`src/rtl/hazard_pkg.sv`:
```
// Shared types and constants for the pipeline hazard controller.
package hazard_pkg;

  typedef enum logic [1:0] {
    RUN      = 2'd0,
    LU_STALL = 2'd1,
    BR_FLUSH = 2'd2,
    MEM_WAIT = 2'd3
  } state_t;

  // IDEX_MemRead encoding that marks "not a load"
  localparam logic [2:0] NO_LOAD    = 3'b101;
  // Consecutive memory-wait cycles that trip the watchdog
  localparam logic [7:0] WAIT_LIMIT = 8'd255;

  // Load-use: a real load in ID/EX writing a non-x0 register read in IF/ID
  function automatic logic is_load_use(input logic [2:0] memread,
                                       input logic [4:0] rd,
                                       input logic [4:0] rs1,
                                       input logic [4:0] rs2);
    return (memread != NO_LOAD) && (rd != 5'd0) && ((rd == rs1) || (rd == rs2));
  endfunction

endpackage

```
`src/rtl/hazard_perf_cnt.sv`:
```
// Stall / flush event counters (built only with HAZARD_PERF_CNT_EN).
// Both counters wrap at 2^32 and clear on synchronous reset.
module hazard_perf_cnt (
  input  logic        clk,
  input  logic        reset,
  input  logic        stall_i,
  input  logic        flush_i,
  output logic [31:0] stall_cnt_o,
  output logic [31:0] flush_cnt_o
);

  logic [31:0] stall_cnt_q, stall_cnt_d;
  logic [31:0] flush_cnt_q, flush_cnt_d;

  // Next-state: bump each counter on its event, natural wrap
  always_comb begin
    stall_cnt_d = stall_cnt_q + {31'd0, stall_i};
    flush_cnt_d = flush_cnt_q + {31'd0, flush_i};
  end

  // Counter registers, cleared by reset
  always_ff @(posedge clk) begin
    if (reset) begin
      stall_cnt_q <= 32'd0;
      flush_cnt_q <= 32'd0;
    end else begin
      stall_cnt_q <= stall_cnt_d;
      flush_cnt_q <= flush_cnt_d;
    end
  end

  assign stall_cnt_o = stall_cnt_q;
  assign flush_cnt_o = flush_cnt_q;

endmodule

```
`src/rtl/hazard_ctrl.sv`:
```
// Pipeline hazard controller: load-use stall, branch flush, memory wait
// with a sticky watchdog. Outputs are Mealy (state + current inputs).
// Optional: define HAZARD_PERF_CNT_EN for StallCount/FlushCount outputs.
module hazard_ctrl
  import hazard_pkg::*;
(
  input  logic        clk,
  input  logic        reset,
  input  logic [4:0]  IFID_rs1,
  input  logic [4:0]  IFID_rs2,
  input  logic [4:0]  IDEX_rd,
  input  logic [2:0]  IDEX_MemRead,
  input  logic        EX_BranchTaken,
  input  logic        MEM_Busy,
  output logic        HazardSel,
  output logic        PCWrite,
  output logic        IFIDWrite,
  output logic        IFIDFlush,
  output logic        PipeHold,
  output logic        Timeout
`ifdef HAZARD_PERF_CNT_EN
  ,
  output logic [31:0] StallCount,
  output logic [31:0] FlushCount
`endif
);

  state_t      state_q, state_d;
  logic [7:0]  wait_cnt_q, wait_cnt_d;
  logic        timeout_q, timeout_d;
  logic        load_use;
  logic        lu_mask;

  assign load_use = is_load_use(IDEX_MemRead, IDEX_rd, IFID_rs1, IFID_rs2);
  // The cycle after a stall or flush the ID/EX contents are a bubble or
  // stale, so a load-use match there must not stall a second time.
  assign lu_mask  = (state_q == LU_STALL) || (state_q == BR_FLUSH);

  // Event resolution: every state applies the same priority chain
  // (busy > branch > load-use); only the load-use term is state-dependent.
  // MEM_WAIT with busy low therefore behaves exactly like RUN.
  always_comb begin
    state_d   = RUN;
    HazardSel = 1'b0;
    PCWrite   = 1'b1;
    IFIDWrite = 1'b1;
    IFIDFlush = 1'b0;
    PipeHold  = 1'b0;
    if (MEM_Busy) begin
      PipeHold  = 1'b1;
      PCWrite   = 1'b0;
      IFIDWrite = 1'b0;
      state_d   = MEM_WAIT;
    end else if (EX_BranchTaken) begin
      IFIDFlush = 1'b1;
      HazardSel = 1'b1;
      state_d   = BR_FLUSH;
    end else if (load_use && !lu_mask) begin
      HazardSel = 1'b1;
      PCWrite   = 1'b0;
      IFIDWrite = 1'b0;
      state_d   = LU_STALL;
    end
    // Reset drives a safe flushed/bubbled pipeline regardless of state
    if (reset) begin
      HazardSel = 1'b1;
      PCWrite   = 1'b0;
      IFIDWrite = 1'b0;
      IFIDFlush = 1'b1;
      PipeHold  = 1'b0;
      state_d   = RUN;
    end
  end

  // Watchdog: wait_cnt_q equals the number of consecutive MEM_WAIT cycles
  // including the current one; Timeout rises together with the count hitting
  // the limit and then sticks.
  always_comb begin
    wait_cnt_d = 8'd0;
    if (state_d == MEM_WAIT)
      wait_cnt_d = (wait_cnt_q == WAIT_LIMIT) ? WAIT_LIMIT : wait_cnt_q + 8'd1;
    timeout_d = timeout_q | (wait_cnt_d == WAIT_LIMIT);
  end

  // State, wait counter and sticky timeout registers
  always_ff @(posedge clk) begin
    if (reset) begin
      state_q    <= RUN;
      wait_cnt_q <= 8'd0;
      timeout_q  <= 1'b0;
    end else begin
      state_q    <= state_d;
      wait_cnt_q <= wait_cnt_d;
      timeout_q  <= timeout_d;
    end
  end

  assign Timeout = timeout_q;

`ifdef HAZARD_PERF_CNT_EN
  // Reset cycles drive PCWrite=0 / IFIDFlush=1 but are not counted
  hazard_perf_cnt u_perf (
    .clk         (clk),
    .reset       (reset),
    .stall_i     (!PCWrite && !reset),
    .flush_i     (IFIDFlush && !reset),
    .stall_cnt_o (StallCount),
    .flush_cnt_o (FlushCount)
  );
`else
  // No performance counters in this build
`endif

endmodule

```
`config.mk`:
```
export PLATFORM = sky130hd
export DESIGN_NAME = hazard_ctrl
export DESIGN_NICKNAME = d
export VERILOG_FILES = /design/src/rtl/hazard_pkg.sv /design/src/rtl/hazard_perf_cnt.sv /design/src/rtl/hazard_ctrl.sv
export SDC_FILE = /design/constraint.sdc
export NUM_CORES = 1
export LEC_CHECK = 0
export CAP_MARGIN = 20
export CELL_PAD_IN_SITES_DETAIL_PLACEMENT = 1
export CELL_PAD_IN_SITES_GLOBAL_PLACEMENT = 1
export CORE_AREA = 4 4 52 54
export CTS_CLUSTER_DIAMETER = 60
export DETAILED_ROUTE_END_ITERATION = 10
export DIE_AREA = 0 0 56 58
export GPL_TIMING_DRIVEN = 0
export PLACE_DENSITY = 0.8
export SLEW_MARGIN = 30
export SYNTH_ARGS = -nofsm -noshare
export SYNTH_HDL_FRONTEND = slang
export SYNTH_SLANG_ARGS = --single-unit
```
`constraint.sdc`:
```
create_clock -name clk -period 5.2 [get_ports clk]
set_clock_uncertainty 0.1 [all_clocks]
set_input_delay 1.04 -clock clk [delete_from_list [all_inputs] [get_ports clk]]
set_output_delay 1.04 -clock clk [all_outputs]
set_load 0.03 [all_outputs]
```
==> flow_summary.json, run 1 <==
{
  "fin_crit_sh_pct": 86.85,
  "num_antenna_cells": 0,
  "synth_flop_cell": "dfxtp_1",
  "gp_congestion": 0.6802,
  "ant_nets": 0,
  "drc": 0,
  "core_sq_um": 2212,
  "fin_crit_ps": 4516,
  "setup-violations-final": 0,
  "synth_seq_cells": 11,
  "min_to": "Timeout",
  "final_core_util_pct": 46.38,
  "reg2reg_to": "Timeout",
  "ir_drop_v": 0.00007386,
  "first_pass_iters": 2,
  "grt-ovfl-total": 0,
  "hold_violations": 0,
  "syn_area_per_cell_sq_um": 8.170,
  "met1_usage_pct": 13.64,
  "cts_tree": "built",
  "async_flop_share_pct": 0,
  "wire_per_inst_um": 11.99,
  "grt_pass1_vias": 725,
  "post-dp-hpwl_um": 1449,
  "fin_hold_ws_ps": 394.4,
  "num_rows": 17,
  "area_growth_pct": 47.75,
  "grt_max_degree": 11,
  "dieWidth_um": 56,
  "wl_um": 1726,
  "drive_gt1_share_pct": 7.759,
  "drt_iter0_markers": 12,
  "gr-usage-met3_pct": 2.450,
  "pre_cts_slack_ps": 667.1,
  "clk_pin_slew_worst_paths_ps": 60,
  "synth_top_area_cell": "dfxtp_1",
  "status": "finished, final reports clean",
  "die_h_um": 58,
  "yosys.area.top_type_share_pct": 31.71,
  "critPathKind": "in -> out",
  "initial_core_util_pct": 31.39,
  "cts_hold_buffers": 0,
  "slew_headroom_pct": 70.30,
  "ys.warnings.count": 0,
  "fin_tns_setup_ps": 0,
  "die_area_sq_um": 3248,
  "placed_area_sq_um": 999.7,
  "use_met2_pct": 20.03,
  "power_mw": 0.1890,
  "synth_edf_count": 0,
  "ctsRootBufferMaster": "clkbuf_4",
  "critPathLaunchType": "input pin",
  "netlist_top_cells_area": "dfxtp_1 (32%), xor2_1 (16%), a21oi_1 (5.8%)",
  "io_buffer_count": 27,
  "worstHoldStart": "Timeout",
  "vias": 704,
  "clockBufferDepth": 2,
  "worst_slack_ps": 683.8,
  "r2r_setup_slack_ps": 3200,
  "crit_fanout": 3,
  "grt_pass1_wl_um": 3042,
  "hp-class": "reg -> reg",
  "syn_inst": 85,
  "worst-endpoint-required_ps": 4060,
  "synth_cell_types": 32,
  "htree_levels": 1,
  "rsz0062_at_grt": "no",
  "holdPathStages": 2,
  "via_per_inst": 4.889,
  "ioPinCount": 28,
  "slew_viol_final": 0,
  "drv_cap": 0,
  "worst-endpoint-arrival_ps": 3380,
  "rr_worst_depth": 5,
  "clkSinkCount": 11,
  "nets": 140,
  "finalNonFillerCells": 144,
  "postCtsSetupRepairBufs": 0,
  "clk_latency_ps": 260,
  "place_inst": 140,
  "grt-busiest-layer": "met2",
  "max_slew.worst_pin.slew_ps": 440.9,
  "leakage_nw": 0.3589,
  "timing.fmax_mhz": 221.4,
  "syn-cell-area_sq_um": 694.4,
  "startpoint": "IDEX_rd[2]",
  "yosysSeqAreaShare_pct": 31.71,
  "cts_buffers": 3,
  "ctsResizeCount": 0,
  "postSynthNetCount": 108,
  "antenna_found_initial": 0,
  "p_per_area_nw_per_um2": 184.2,
  "final_cell_area_sq_um": 1026,
  "grt.total_usage_pct": 11.66,
  "endpoint_kind": "primary output",
  "timing.rr.start": "wait_cnt_q[0]"
}
flip-flops by register name, summed over array words and instances, names as in the netlist:
register and count:
state_q 2, Timeout 1, wait_cnt_q 8
cells in the mapped netlist, types with 2 or more instances:
master,count
nand3_1,3
dfxtp_1,11
a31oi_1,2
a21oi_1,8
inv_1,7
nor3_1,5
clkbuf_1,2
nor2_1,6
xor2_1,13
nand2b_1,3
nand2_1,4
layout by cell type, fill, tap and decap left out, types with 2 or more instances in the layout:
cell,netlist,routed
inv_1,7,7
clkdlybuf4s50_1,0,27
clkbuf_4,0,3
dfxtp_1,11,11
nor3_1,5,5
clkbuf_1,2,3
nand2_1,4,4
nand2b_1,3,3
xor2_1,13,13
nor2_1,6,6
a31oi_1,2,2
a21oi_1,8,8
nand3_1,3,3
layer usage:
metal | wire length (um) | share of wire (%) | up-vias
met4 | 19 | 1.1 | 0
met5 | 0 | 0 | -
li1 | - | - | 365
met3 | 117 | 6.8 | 2
met1 | 758 | 44 | 313
met2 | 830 | 48 | 24
cell families after synthesis:
| family | Yosys count | share of synthesized area, % |
|---|---|---|
| buffers and inverters | 10 | 5.947 |
| AOI/OAI and AO/OA | 22 | 22.71 |
| xor gates and xnor gates | 14 | 17.66 |
| DFF | 11 | 31.71 |
| and+or+nand+nor | 27 | 20.18 |
| adders and majority gates | 1 | 1.802 |
where the power goes:
| group | leakage, nW | switching [mW] | internal (mW) |
|---|---|---|---|
| registers | 0.0895 | 0.00137 | 0.0860 |
| logic | 0.254 | 0.0202 | 0.0257 |
| clock network | 0.0150 | 0.0263 | 0.0296 |
worst max-delay path, cell delays in order:
cell,delay (ps)
clkdlybuf4s50_1,480
or4_1,510
o21ai_0,380
o31a_1,200
buf_4,110
clkdlybuf4s50_1,660
how the worst max path moves through the flow:
stage | endpoint | slack [ps] | cells past startpoint
floorplan | PCWrite | 1680 | 4
global placement | PCWrite | 690 | 6
detailed placement | PCWrite | 670 | 6
CTS | PCWrite | 660 | 6
global route | PCWrite | 510 | 6
finish | PCWrite | 680 | 6
layout make-up:
cell class | instances | area, sq um
repair buffers | 27 | 270.3
plain buffers | 3 | 15.01
well taps | 28 | 35.03
inverters | 7 | 26.28
flip-flops and latches | 11 | 220.2
multi-input cells | 64 | 432.9
clock buffers | 4 | 26.28
fillers | 276 | 1186
Note: power is estimated with default switching activity, not from simulation.
==> run 2, diff against run 1 <==
- ABC_AREA: unset -> 1
- ABC_CLOCK_PERIOD_IN_PS: unset -> 5200
- CORE_AREA: 4 4 52 54 -> 4 4 54 56
- DIE_AREA: 0 0 56 58 -> 0 0 58 60
==> run 2 against run 1 <==
  * Clock-buffer cell count is the same
  * Design area grew 1.6%
  * First-iteration DRC count grew 25%
  * Global-route usage grew 1.7 points
  * Sequential cell count is the same
  * Total power grew 3.2%
  * Core utilization shrank 3.5 points
  * Largest cell class unchanged
  * Register-to-register slack gained 260 ps
  * Non-clock buffer count shrank 2
  * Critical path depth grew 4
  * Largest power group unchanged
==> flow_summary.json, run 2 <==
{
  "status": "finished, final reports clean",
  "slowest_delay_ps": 660,
  "final_cell_mix": "clkdlybuf4s50_1 (27), nand2_1 (26), nor2_1 (19), inv_1 (13), nand3_1 (13)",
  "fin_tns_setup_ps": 0,
  "drc": 0,
  "antenna_found_initial": 0,
  "timing.fmax_mhz": 239.5,
  "drive_gt1_share_pct": 4.895,
  "wl_um": 2223,
  "hold_violations": 0,
  "area_growth_pct": 47.17,
  "max_slew.worst_pin.slew_ps": 325.8,
  "clockBufferDepth": 2,
  "crit_chain": "clkdlybuf4s50_1 -> xor2_1 -> nor2_1 -> nand3_1 -> nand2_1 -> nand3_1 -> nand2_1 -> nor2_1 -> buf_4 -> clkdlybuf4s50_1",
  "synth_flop_cell": "dfxtp_1",
  "cts_hold_buffers": 0,
  "nets": 167,
  "endpoint_kind": "primary output",
  "timing.rr.start": "wait_cnt_q[0]",
  "slew_headroom_pct": 78.21,
  "hp-class": "reg -> reg",
  "path_buf_inv": 3,
  "synth_cell_types": 16,
  "die_h_um": 60,
  "initial_core_util_pct": 29.12,
  "postSynthNetCount": 135,
  "num_antenna_cells": 0,
  "wire_per_inst_um": 12.85,
  "startpoint": "IDEX_rd[3]",
  "slew_viol_final": 0,
  "critPathTopFamily": "buffers and inverters",
  "worst-endpoint-arrival_ps": 3040,
  "clkSinkCount": 11,
  "ctsResizeCount": 0,
  "largest_reg_flops": 8,
  "yosysMostFrequentCell": "nand2_1",
  "final_cell_area_sq_um": 1042,
  "die_area_sq_um": 3480,
  "grt_max_degree": 9,
  "worstHoldStart": "Timeout",
  "htree_levels": 1,
  "vias": 828,
  "placed_area_sq_um": 1016,
  "clk_pin_slew_worst_paths_ps": 70,
  "ir_drop_v": 0.0001131,
  "fin_hold_ws_ps": 366.5,
  "netlist_top_cells_area": "dfxtp_1 (31%), nand2_1 (14%), nor2_1 (10%)",
  "regMostFlops": "wait_cnt_q",
  "syn_inst": 112,
  "place_inst": 169,
  "critPathLaunchType": "input pin",
  "crit_fanout": 3,
  "ioPinCount": 28,
  "first_pass_iters": 4,
  "core_sq_um": 2432,
  "p_per_area_nw_per_um2": 187.1,
  "clk_latency_ps": 270,
  "postCtsSetupRepairBufs": 0,
  "fin_crit_ps": 4176,
  "ys.warnings.count": 0,
  "syn_area_per_cell_sq_um": 6.323,
  "io_buffer_count": 27,
  "worst-endpoint-required_ps": 4060,
  "nFillCells": 333,
  "ctsRootBufferMaster": "clkbuf_4",
  "cts_buffers": 3,
  "num_rows": 18,
  "fin_crit_sh_pct": 80.30,
  "yosys.area.top_type_share_pct": 31.10,
  "regArea_sq_um": 220.2,
  "leakage_nw": 0.4347,
  "final_common_cell": "clkdlybuf4s50_1",
  "rsz0062_at_grt": "no",
  "critPathKind": "in -> out",
  "gp_congestion": 0.7961,
  "grt-ovfl-total": 0,
  "synth_edf_count": 0,
  "grt.total_usage_pct": 13.39,
  "multiInputGateArea_sq_um": 427.9,
  "slowest_stage": "clkdlybuf4s50_1",
  "netlist_top_cells_count": "nand2_1 (26), nor2_1 (19), inv_1 (13), nand3_1 (13), dfxtp_1 (11)",
  "grt_pass1_vias": 840,
  "via_per_inst": 4.786,
  "dieWidth_um": 58,
  "grt_pass1_wl_um": 3560,
  "synth_top_area_cell": "dfxtp_1",
  "drv_cap": 0,
  "yosysSeqAreaShare_pct": 31.10,
  "ant_nets": 0,
  "drt_iter0_markers": 15,
  "finalNonFillerCells": 173,
  "cts_tree": "built",
  "async_flop_share_pct": 0,
  "syn-cell-area_sq_um": 708.2,
  "synth_seq_cells": 11,
  "post-dp-hpwl_um": 1821,
  "setup-violations-final": 0
}
==> run 2: cell count changes in the layout (fill, tap and decap cells not counted), sizes merged, moves of 2 or more <==
cell,change
inv,+7
clkbuf,-2
nor3,-4
nand3,+10
nand2b,-3
xnor2,+2
xor2,-5
a31oi,-2
nand2,+23
nor2,+14
==> run 2: final timing paths <==
check,endpoint,slack (ps),cells past startpoint
min reg2reg,Timeout,370,2
max,PCWrite,1020,10
min,Timeout,370,2
max reg2reg,Timeout,3460,9
==> run 2: kinds of logic (layout without fill, tap and decap cells) <==
kind of cell / after synthesis / in the layout / synth area share, %
compound gates: 11 / 11 / 7.773
xor+xnor: 11 / 11 / 13.61
fa+ha+maj: 1 / 1 / 1.767
buf+inv: 15 / 46 / 8.481
flops: 11 / 11 / 31.10
simple gates: 63 / 63 / 37.28
==> run 2: report_power, final <==
part           internal (mW)  total, mW  switching (mW)
registers             0.0859     0.0872         0.00128
logic                 0.0257     0.0466          0.0209
clock network         0.0297     0.0613          0.0315
total                  0.141      0.195          0.0537
==> run 2: tightest hold or removal path: stages (launching register included) <==
cell and delay (ps):
dfxtp_1 320, inv_1 50, a21oi_1 50
==> run 2: area by class of cell <==
class | instances | share of cell area (%)
multi-input combinational | 86 | 41.06
timing repair buffer | 27 | 25.93
inverter | 14 | 5.042
sequential | 11 | 21.13
tap | 30 | 3.601
buffer | 1 | 0.7203
clock buffer | 4 | 2.521
==> run 2: metal layers <==
metal	track usage, %	routed length, um	vias to the layer above
li1	-	-	415
met1	14.41	887	392
met2	25.32	1225	17
met3	2.376	76	4
met4	5.960	34	0
met5	0	0	-
==> run 2: per-stage QoR <==
step | worst slack [ps] | utilization [%] | power [mW]
after floorplan | 1886 | - | 0.1088
after global placement | 1070 | 41.77 | 0.1346
after detailed placement | 983.2 | 41.77 | 0.1362
after CTS | 976.6 | 42.85 | 0.1973
after global routing | 869.9 | 42.85 | 0.2052
final | 1024 | 42.85 | 0.1950
==> run 3, diff against run 2 <==
- ABC_CLOCK_PERIOD_IN_PS: 5200 -> 3800
- CORE_AREA: 4 4 54 56 -> 4 4 59 61
- DIE_AREA: 0 0 58 60 -> 0 0 63 65
- PLACE_DENSITY: 0.8 -> 0.7
- clock period: 5.2 -> 3.8 ns (I/O delays scaled with it)
==> run 3 against run 2 <==
  * Die area is 18% higher
  * Critical endpoint unchanged
  * Setup slack got worse by 850 ps
  * Routed wire length fell by 2.2%
  * Non-clock buffer count stayed put
  * Core utilization shrank 7.7 points
  * Total power up 35%
  * Sequential share of layout area down 0.076 points
  * Via count fell by 2.5%
  * Clock power grew 32%
  * Combinational power is 36% higher
  * Largest cell class unchanged
  * Clock-buffer cell count stayed put
==> flow_summary.json, run 3 (same netlist as run 2, synthesis figures left out) <==
{
  "clk_pin_slew_worst_paths_ps": 70,
  "critPathTopFamily": "buffers and inverters",
  "cts_tree": "built",
  "grt_max_degree": 9,
  "final_cell_mix": "clkdlybuf4s50_1 (27), nand2_1 (26), nor2_1 (19), inv_1 (13), nand3_1 (13)",
  "grt_pass1_wl_um": 3926,
  "rr_worst_depth": 9,
  "fin_tns_setup_ps": 0,
  "io_buffer_count": 27,
  "die_area_sq_um": 4095,
  "regMostFlops": "wait_cnt_q",
  "worst-endpoint-arrival_ps": 2760,
  "worstHoldStart": "Timeout",
  "nFillCells": 386,
  "max_slew.worst_pin.slew_ps": 326.2,
  "critPathKind": "in -> out",
  "drive_gt1_share_pct": 4.895,
  "power_mw": 0.2636,
  "clockBufferDepth": 2,
  "cts_buffers": 3,
  "min_to": "Timeout",
  "switching_share_pct": 26.64,
  "ant_nets": 0,
  "die_h_um": 65,
  "drv_cap": 0,
  "clock_power_share_pct": 30.7,
  "htree_levels": 1,
  "pwr-share-seq_pct": 45.2,
  "leakage_nw": 0.4347,
  "slowest_delay_ps": 660,
  "post-dp-hpwl_um": 1821,
  "ctsRootBufferMaster": "clkbuf_4",
  "antenna_found_initial": 0,
  "multiInputGateArea_sq_um": 427.9,
  "holdPathStages": 2,
  "num_rows": 20,
  "initial_core_util_pct": 23.78,
  "grt.total_usage_pct": 12.04,
  "endpoint_kind": "primary output",
  "r2r_setup_slack_ps": 2130,
  "fin_crit_ps": 3624,
  "slowest_stage": "clkdlybuf4s50_1",
  "p_sw_mw": 0.07022,
  "crit_chain": "clkdlybuf4s50_1 -> xor2_1 -> nor2_1 -> nand3_1 -> nand2_1 -> nand3_1 -> nand2_1 -> nor2_1 -> buf_4 -> clkdlybuf4s50_1",
  "ioPinCount": 28,
  "cts_hold_buffers": 0,
  "dieWidth_um": 63,
  "fin_hold_ws_ps": 354.5,
  "vias": 807,
  "slew_viol_final": 0,
  "drt_iter0_markers": 18,
  "clkSinkCount": 11,
  "area_growth_pct": 47.70,
  "num_antenna_cells": 0,
  "p_comb_share_pct": 24.1,
  "via_per_inst": 4.585,
  "final_common_cell": "clkdlybuf4s50_1",
  "setup-violations-final": 0,
  "hp-class": "reg -> reg",
  "drc": 0,
  "clk_latency_ps": 270,
  "critPathLaunchType": "input pin",
  "first_pass_iters": 4,
  "p_per_area_nw_per_um2": 252.0,
  "crit_fanout": 3,
  "worst-endpoint-required_ps": 2940,
  "status": "finished, final reports clean",
  "gp_congestion": 0.7409,
  "grt_pass1_vias": 876,
  "timing.rr.start": "wait_cnt_q[0]",
  "hold_violations": 0,
  "wire_per_inst_um": 12.36,
  "internal-power_mw": 0.1934,
  "slew_headroom_pct": 78.18,
  "ctsResizeCount": 0,
  "wl_um": 2175,
  "grt-ovfl-total": 0,
  "fin_crit_sh_pct": 95.37,
  "ir_drop_v": 0.0001240,
  "regArea_sq_um": 220.2,
  "nets": 167,
  "timing.fmax_mhz": 275.9,
  "rsz0062_at_grt": "no",
  "largest_reg_flops": 8,
  "path_buf_inv": 3,
  "core_sq_um": 2978,
  "reg2reg_to": "Timeout",
  "postCtsSetupRepairBufs": 0
}
-- run 3: cell counts in the layout (fill, tap and decap cells not counted) --
No cell type changed its count.
-- run 3: per-stage QoR --
stage	std cells	utilization [%]	cell area [sq um]	setup WS (ps)
finish	176	35.13	1046	175.9
global route	176	35.13	1046	52.38
CTS	176	35.13	1046	138.7
detailed placement	172	34.24	1020	140.8
global placement	172	34.24	1020	227.6
floorplan	112	-	708.2	1046
-- run 3: per-layer routing --
metal | part of all wire (%) | GRT usage, %
met1 | 45 | 14.05
met2 | 48 | 21.87
met3 | 5.6 | 2.773
met4 | 0.87 | 3.306
met5 | 0 | 0
-- run 3: area by class of cell --
cell class	instances	share of cell area (%)
buffer	1	0.7177
clock buffer	4	2.512
inverter	14	5.024
multi-input combinational	86	40.91
sequential	11	21.05
tap	33	3.947
timing repair buffer	27	25.84
-- run 3: power by group through the flow --
stage               Sequential (mW)  Combinational [mW]  Clock, mW
finish                        0.119              0.0635     0.0808
floorplan                     0.122              0.0273          0
CTS                           0.119              0.0644     0.0839
global placement              0.122              0.0623          0
detailed placement            0.122              0.0641          0
global route                  0.120              0.0692     0.0967
-- run 3: tightest hold or removal path, stage by stage (launching register included) --
cell,delay (ps)
dfxtp_1,310
inv_1,50
a21oi_1,50
-- run 3: worst max path at each step --
stage               slack, ps  depth (start not counted)   startpoint      end
floorplan                1050                          8  IFID_rs2[3]  PCWrite
global placement          230                         10   IDEX_rd[3]  PCWrite
detailed placement        140                         10   IDEX_rd[1]  PCWrite
CTS                       140                         10   IDEX_rd[1]  PCWrite
global route               50                         10   IDEX_rd[2]  PCWrite
finish                    180                         10   IDEX_rd[1]  PCWrite
